$ cat src/rtl/bootrom_responder_pkg.sv
// bootrom_responder_pkg: shared response causes, window config and boot ROM contents.
package bootrom_responder_pkg;
  typedef enum logic [1:0] {CAUSE_OK, CAUSE_RANGE, CAUSE_WRITE, CAUSE_MISALIGN} rsp_cause_e;
  typedef struct packed {
    logic [31:0] base;
    logic [31:0] range;
  } config_t;
  localparam config_t DEFAULT_CFG = '{base: 32'h8000_0000, range: 32'h0000_1000};
  localparam logic [31:0] BOOT_WORD0 = 32'h0000_0297;
  // Word 0 is the boot instruction; the rest carry a tag plus their own index.
  function automatic logic [31:0] rom_word(input logic [31:0] i);
    return i == 32'd0 ? BOOT_WORD0 : {16'hB007, i[15:0]};
  endfunction
endpackage

$ cat src/rtl/bootrom_responder_if.sv
// bootrom_responder_if: valid/ready request/response bus between initiator and boot ROM responder.
interface bootrom_responder_if import bootrom_responder_pkg::*; #(parameter int XLEN = 32);
  logic req_valid;
  logic req_ready;
  logic [XLEN-1:0] req_addr;
  logic req_we;
  logic rsp_valid;
  logic rsp_ready;
  logic [XLEN-1:0] rsp_data;
  logic rsp_err;
  rsp_cause_e rsp_cause;
  modport master (output req_valid, req_addr, req_we, rsp_ready,
                  input req_ready, rsp_valid, rsp_data, rsp_err, rsp_cause);
  modport slave (input req_valid, req_addr, req_we, rsp_ready,
                 output req_ready, rsp_valid, rsp_data, rsp_err, rsp_cause);
endinterface

$ cat src/rtl/bootrom_responder_rom.sv
// rom1p1r: single-port synchronous-read ROM holding the boot image.
module rom1p1r import bootrom_responder_pkg::*; #(
  parameter int DATA_WIDTH = 32,
  parameter int DEPTH = 1024,
  parameter bit PRELOAD_ENABLED = 1'b1
) (
  input  logic clk,
  input  logic ce_i,
  input  logic [$clog2(DEPTH)-1:0] addr_i,
  output logic [DATA_WIDTH-1:0] rdata_o
);
  logic [DATA_WIDTH-1:0] rdata_q;
  always_ff @(posedge clk)
    if (ce_i) rdata_q <= PRELOAD_ENABLED ? DATA_WIDTH'(rom_word(32'(addr_i))) : '0;
  assign rdata_o = rdata_q;
endmodule

$ cat src/rtl/bootrom_responder.sv
// bootrom_responder: decodes bus requests against the boot ROM window and returns data or a fault.
module bootrom_responder import bootrom_responder_pkg::*; #(
  parameter int XLEN = 32,
  parameter logic [XLEN-1:0] BASE = 32'h8000_0000,
  parameter logic [XLEN-1:0] RANGE = 32'h0000_1000,
  parameter bit PRELOAD_ENABLED = 1'b1
) (
  input logic clk,
  input logic rst_n,
  bootrom_responder_if.slave bus
);
  localparam int OFS = $clog2(XLEN/8);
  localparam int DEPTH = int'(RANGE) / (XLEN/8);
  localparam int AW = $clog2(DEPTH);
  typedef enum logic [1:0] {IDLE, READ, RESP} state_e;
  state_e state_q;
  logic rsp_valid_q, rsp_err_q;
  logic [XLEN-1:0] rsp_data_q, rom_data, off;
  rsp_cause_e rsp_cause_q, cause;
  logic [XLEN:0] addr_x, base_x;
  logic oor, mis, accept, hit;
  // One extra bit keeps BASE+RANGE from wrapping at the top of the address space.
  assign addr_x = {1'b0, bus.req_addr};
  assign base_x = {1'b0, BASE};
  assign oor = addr_x < base_x || addr_x >= base_x + {1'b0, RANGE};
  assign mis = |bus.req_addr[OFS-1:0];
  assign cause = oor ? CAUSE_RANGE : bus.req_we ? CAUSE_WRITE : mis ? CAUSE_MISALIGN : CAUSE_OK;
  assign hit = cause == CAUSE_OK;
  assign accept = state_q == IDLE && bus.req_valid;
  assign off = bus.req_addr - BASE;
  rom1p1r #(.DATA_WIDTH(XLEN), .DEPTH(DEPTH), .PRELOAD_ENABLED(PRELOAD_ENABLED)) u_rom (
    .clk,
    .ce_i(accept && hit),
    .addr_i(AW'(off >> OFS)),
    .rdata_o(rom_data)
  );
  always_ff @(posedge clk or negedge rst_n)
    if (!rst_n) begin
      state_q <= IDLE;
      rsp_valid_q <= 1'b0;
      rsp_data_q <= '0;
      rsp_err_q <= 1'b0;
      rsp_cause_q <= CAUSE_OK;
    end else
      case (state_q)
        IDLE: if (bus.req_valid) begin
          state_q <= hit ? READ : RESP;
          rsp_valid_q <= !hit;
          rsp_data_q <= '0;
          rsp_err_q <= !hit;
          rsp_cause_q <= cause;
        end
        READ: begin
          state_q <= RESP;
          rsp_valid_q <= 1'b1;
          rsp_data_q <= rom_data;
        end
        RESP: if (bus.rsp_ready) begin
          state_q <= IDLE;
          rsp_valid_q <= 1'b0;
        end
        default: state_q <= IDLE;
      endcase
  assign bus.req_ready = state_q == IDLE;
  assign bus.rsp_valid = rsp_valid_q;
  assign bus.rsp_data = rsp_data_q;
  assign bus.rsp_err = rsp_err_q;
  assign bus.rsp_cause = rsp_cause_q;
endmodule

$ cat src/flat_wrapper.sv
// flat-port wrapper written by rule: the top's interface ports become plain ports
module bootrom_responder_flat import bootrom_responder_pkg::*;
#(
  parameter int XLEN = 32,
  parameter logic [XLEN-1:0] BASE = 32'h8000_0000,
  parameter logic [XLEN-1:0] RANGE = 32'h0000_1000,
  parameter bit PRELOAD_ENABLED = 1'b1
)
  (clk, rst_n, bus_req_valid, bus_req_addr, bus_req_we, bus_rsp_ready, bus_req_ready, bus_rsp_valid, bus_rsp_data, bus_rsp_err, bus_rsp_cause);
  bootrom_responder_if #(.XLEN(XLEN)) bus_i ();
  input logic clk;
  input logic rst_n;
  input wire logic [$bits(bus_i.req_valid)-1:0] bus_req_valid;
  input wire logic [$bits(bus_i.req_addr)-1:0] bus_req_addr;
  input wire logic [$bits(bus_i.req_we)-1:0] bus_req_we;
  input wire logic [$bits(bus_i.rsp_ready)-1:0] bus_rsp_ready;
  output wire logic [$bits(bus_i.req_ready)-1:0] bus_req_ready;
  output wire logic [$bits(bus_i.rsp_valid)-1:0] bus_rsp_valid;
  output wire logic [$bits(bus_i.rsp_data)-1:0] bus_rsp_data;
  output wire logic [$bits(bus_i.rsp_err)-1:0] bus_rsp_err;
  output wire logic [$bits(bus_i.rsp_cause)-1:0] bus_rsp_cause;
  assign bus_i.req_valid = bus_req_valid;
  assign bus_i.req_addr = bus_req_addr;
  assign bus_i.req_we = bus_req_we;
  assign bus_i.rsp_ready = bus_rsp_ready;
  assign bus_req_ready = bus_i.req_ready;
  assign bus_rsp_valid = bus_i.rsp_valid;
  assign bus_rsp_data = bus_i.rsp_data;
  assign bus_rsp_err = bus_i.rsp_err;
  assign bus_rsp_cause = bus_i.rsp_cause;
  bootrom_responder #(.XLEN(XLEN), .BASE(BASE), .RANGE(RANGE), .PRELOAD_ENABLED(PRELOAD_ENABLED)) u_core (.clk(clk), .rst_n(rst_n), .bus(bus_i));
endmodule
$ cat config.mk
export PLATFORM = sky130hd
export DESIGN_NAME = bootrom_responder_flat
export DESIGN_NICKNAME = d
export VERILOG_FILES = /design/src/rtl/bootrom_responder_pkg.sv /design/src/rtl/bootrom_responder_if.sv /design/src/rtl/bootrom_responder_rom.sv /design/src/rtl/bootrom_responder.sv /design/src/flat_wrapper.sv
export SDC_FILE = /design/constraint.sdc
export NUM_CORES = 1
export LEC_CHECK = 0
export ABC_CLOCK_PERIOD_IN_PS = 2400
export BUFFER_PORTS_ARGS = -buffer_cell sky130_fd_sc_hd__buf_4
export CAP_MARGIN = 40
export CORE_MARGIN = 2
export CORE_UTILIZATION = 44
export DETAILED_ROUTE_END_ITERATION = 10
export GPL_TIMING_DRIVEN = 0
export HOLD_SLACK_MARGIN = 0.05
export PLACE_DENSITY = 0.79
export SLEW_MARGIN = 25
export SYNTH_ARGS = -nofsm -noshare
export SYNTH_HDL_FRONTEND = slang
export SYNTH_SLANG_ARGS = --single-unit
$ cat constraint.sdc
create_clock -name clk -period 2.4 [get_ports clk]
set_input_delay 0.12 -clock clk [delete_from_list [all_inputs] [get_ports clk]]
set_output_delay 0.12 -clock clk [all_outputs]
set_load 0.02 [all_outputs]
==> flow_summary.ini <==
[status]
status = finished, final reports clean

[pwr]
ir_drop_mv = 0.288
p_per_area_nw_per_um2 = 555
leakage_uw = 0.00100
power_uw = 1130

[logic_synthesis]
synth_cells = 116
synth_area_um2 = 1390
synth.avg_cell_area_um2 = 12.0
ys_top_cells_by_area = dfrtp_1 31%, edfxtp_1 24%, buf_4 11%
ys_seq_elements = 28
synth_top_family_by_area = simple AND/OR/NAND/NOR gates
synth_top_area_share_pct = 30.5
yosysWarningCount = 0
synthXorXnorAreaFrac_pct = 0
ys_seq_area_share_pct = 54.2
synth_adder_area_share_pct = 3.59
yosys.area.top_type = dfrtp_1
synth.distinct_cells = 30
synth_compound_area_share_pct = 11.3
synth_simple_gate_area_share_pct = 16.2
muxShareOfSynthArea_pct = 0.718

[min_path]
hold-path-endpoint = u_core.u_rom.rdata_o[2]$_SDFFCE_PN1P_
min_from = bus_req_addr[4]
hold_depth = 2
hold_path.class = primary input to flip-flop

[finish]
fin_area_um2 = 2040
antenna_cells = 0
syn2layout_area_growth_pct = 46.1
instances_no_fill = 241
nNetsFinal = 239
drive_gt1_share_pct = 44.7
fill_cells = 226

[worst_setup_path]
rrSetupSlack_ns = 0.35
worst_path_max_delay_cell = and2_1
r2r_end = u_core.u_rom.rdata_o[7]$_SDFFCE_PN1P_
worst-r2r-cell-count = 5
cp-start-kind = flip-flop
crit_fanout = 11
crit_chain = inv_1 -> ha_1 -> and2_1 -> clkbuf_1 -> and2_1
arrival_ns = 2.03
crit_required_ns = 2.38
crit-reg2reg-launch = u_core.state_q[1]$_DFFE_PN0P_
cpMostUsedCell = and2_1
cpPeakStageDelay_ns = 0.50
end_kind = flip-flop
crit_type = flip-flop to flip-flop

[clocking]
clkSinkCount = 28
worstSkewPairLatency_ns = 0.32
cts_tree = yes
root_buffer = clkbuf_4
cts_resized = 0
clkTransAtPathRegs_ns = 0.15
clockBufferDepth = 2
htree_levels = 1
cts_buffers = 3
hold_buffers = 4
post_cts_buffers = 0

[sta]
timing.final.crit_share_pct = 85.3
period_needed_ns = 2.05
rsz0062_at_grt = false
setup_violations = 0
drv_slew = 0
finalSetupTns_ns = 0
layout_setup_ws_ns = 0.353
finalClockSkew_ns = 0.00630
fmax_mhz = 488
hold_viol = 0

[placed_design]
place_ws_ns = 0.381
dp_cells = 232
dpl.hpwl_um = 2360
dpl_cell_area_um2 = 1930
portBuffers = 57
gp_congestion = 0.776

[global_routing]
grt_pass1_vias = 1028
grt_pass1_wl_um = 4530
grt_antenna_before_repair = 0
grtUsageTotal_pct = 16.8
grt_remaining_overflow = 0
grt_max_degree = 18

[die]
rows = 20
fp.coreArea_um2 = 3030
pin_count = 74
die_w_um = 60.3
die_area_um2 = 3630
die_h_um = 60.3
initial_core_util_pct = 46.0

[detailed_routing]
post_drt_wl_per_cell_um = 12.3
firstDrtPassIters = 4
first_iter_violations = 44
drc = 0
ant_nets = 0
viasPerCell = 4.46
wl_um = 2960
num_vias = 1074

[job]
maxCapViolCount = 0
routing by layer:
metal / track usage (%) / part of all wire, %
met1: 21.1 / 42
met2: 29.2 / 52
met3: 2.60 / 4.9
met4: 5.71 / 1.4
met5: 0 / 0
how the worst max path moves through the flow:
stage                             startpoint  slack, ns                               endpoint  cells after the start
4_1_cts        u_core.state_q[1]$_DFFE_PN0P_       0.34  u_core.u_rom.rdata_o[4]$_SDFFCE_PN1P_                      5
3_5_place_dp   u_core.state_q[1]$_DFFE_PN0P_       0.38  u_core.u_rom.rdata_o[0]$_SDFFCE_PN1P_                      5
6_report       u_core.state_q[1]$_DFFE_PN0P_       0.35  u_core.u_rom.rdata_o[7]$_SDFFCE_PN1P_                      5
3_3_place_gp   u_core.state_q[0]$_DFFE_PN0P_       0.47  u_core.u_rom.rdata_o[3]$_SDFFCE_PN0P_                      5
5_1_grt        u_core.state_q[0]$_DFFE_PN0P_       0.25  u_core.u_rom.rdata_o[7]$_SDFFCE_PN1P_                      5
2_1_floorplan  u_core.state_q[0]$_DFFE_PN0P_       0.51  u_core.u_rom.rdata_o[0]$_SDFFCE_PN1P_                      5
logic make-up (layout without fill, tap and decap cells):
logic type	after synthesis	count (layout)
simple gates	32	32
mux	1	1
other cells	1	16
flops	28	28
compound gates	20	20
buf+inv	30	96
fa+ha+maj	4	4
cell usage in the layout (no fill, tap or decap), types with 2 or more instances in the layout:
cell,Yosys,routed
a22o_1,11,11
and2_1,3,3
buf_4,21,78
clkbuf_1,7,7
clkbuf_4,0,3
conb_1,1,16
dfrtp_1,17,17
dlygate4sd3_1,0,5
edfxtp_1,11,11
ha_1,4,4
inv_1,2,2
nand2_1,3,3
nand2b_1,8,8
nor2_1,4,4
nor2b_1,2,2
nor4_1,4,4
nor4_2,2,2
o21ai_0,2,2
cells in the mapped netlist, drive strengths merged:
library cell and instances:
o21ai 3, and2 3, buf 21, nor3 1, nor2b 2, nand2 3
inv 2, nand3 2, a31o 1, clkbuf 7, nand2b 8, mux2i 1
a22o 11, a21oi 1, nor4 7, nor4b 1, conb 1, nor2 4
edfxtp 11, or3 1, o41ai 1, a31oi 1, dfrtp 17, ha 4
o21bai 1, a32o 1
registers in the layout (all words and copies together), names as in the netlist:
signal,cells
u_core.bus.rsp_data,11
u_core.state_q,2
u_core.bus.rsp_err,1
u_core.u_rom.rdata_o,11
u_core.bus.rsp_valid,1
u_core.bus.rsp_cause,2
through the flow:
stage | hold WS [ns] | utilization, %
2_1_floorplan | -0.176 | -
3_3_place_gp | -0.00985 | 63.8
3_5_place_dp | -0.00782 | 63.8
4_1_cts | 0.0507 | 66.9
5_1_grt | 0.0501 | 67.2
6_report | 0.0554 | 67.2
area by class of cell:
cell class / count / area, um^2 / area share [%]
sequential: 28 / 756 / 37.1
multi-input combinational: 73 / 503 / 24.7
timing repair buffer: 62 / 478 / 23.5
buffer: 28 / 184 / 9.04
tap: 44 / 55.1 / 2.70
clock inverter: 1 / 30.0 / 1.48
clock buffer: 3 / 22.5 / 1.11
inverter: 2 / 7.51 / 0.369
worst max-delay path, delay by kind of cell, from the launching register on:
kind,cells,cell delay (ns)
fa+ha+maj,1,0.21
simple gates,2,0.64
buf+inv,2,0.41
flops,1,0.44
report_power, final:
part | internal [uW] | leakage [uW] | switching, uW
sequential | 514 | 0.000325 | 13.4
combinational | 130 | 0.000648 | 166
clock | 169 | 0.0000279 | 137
total | 813 | 0.00100 | 316
Power figures use the tool's default switching activity.
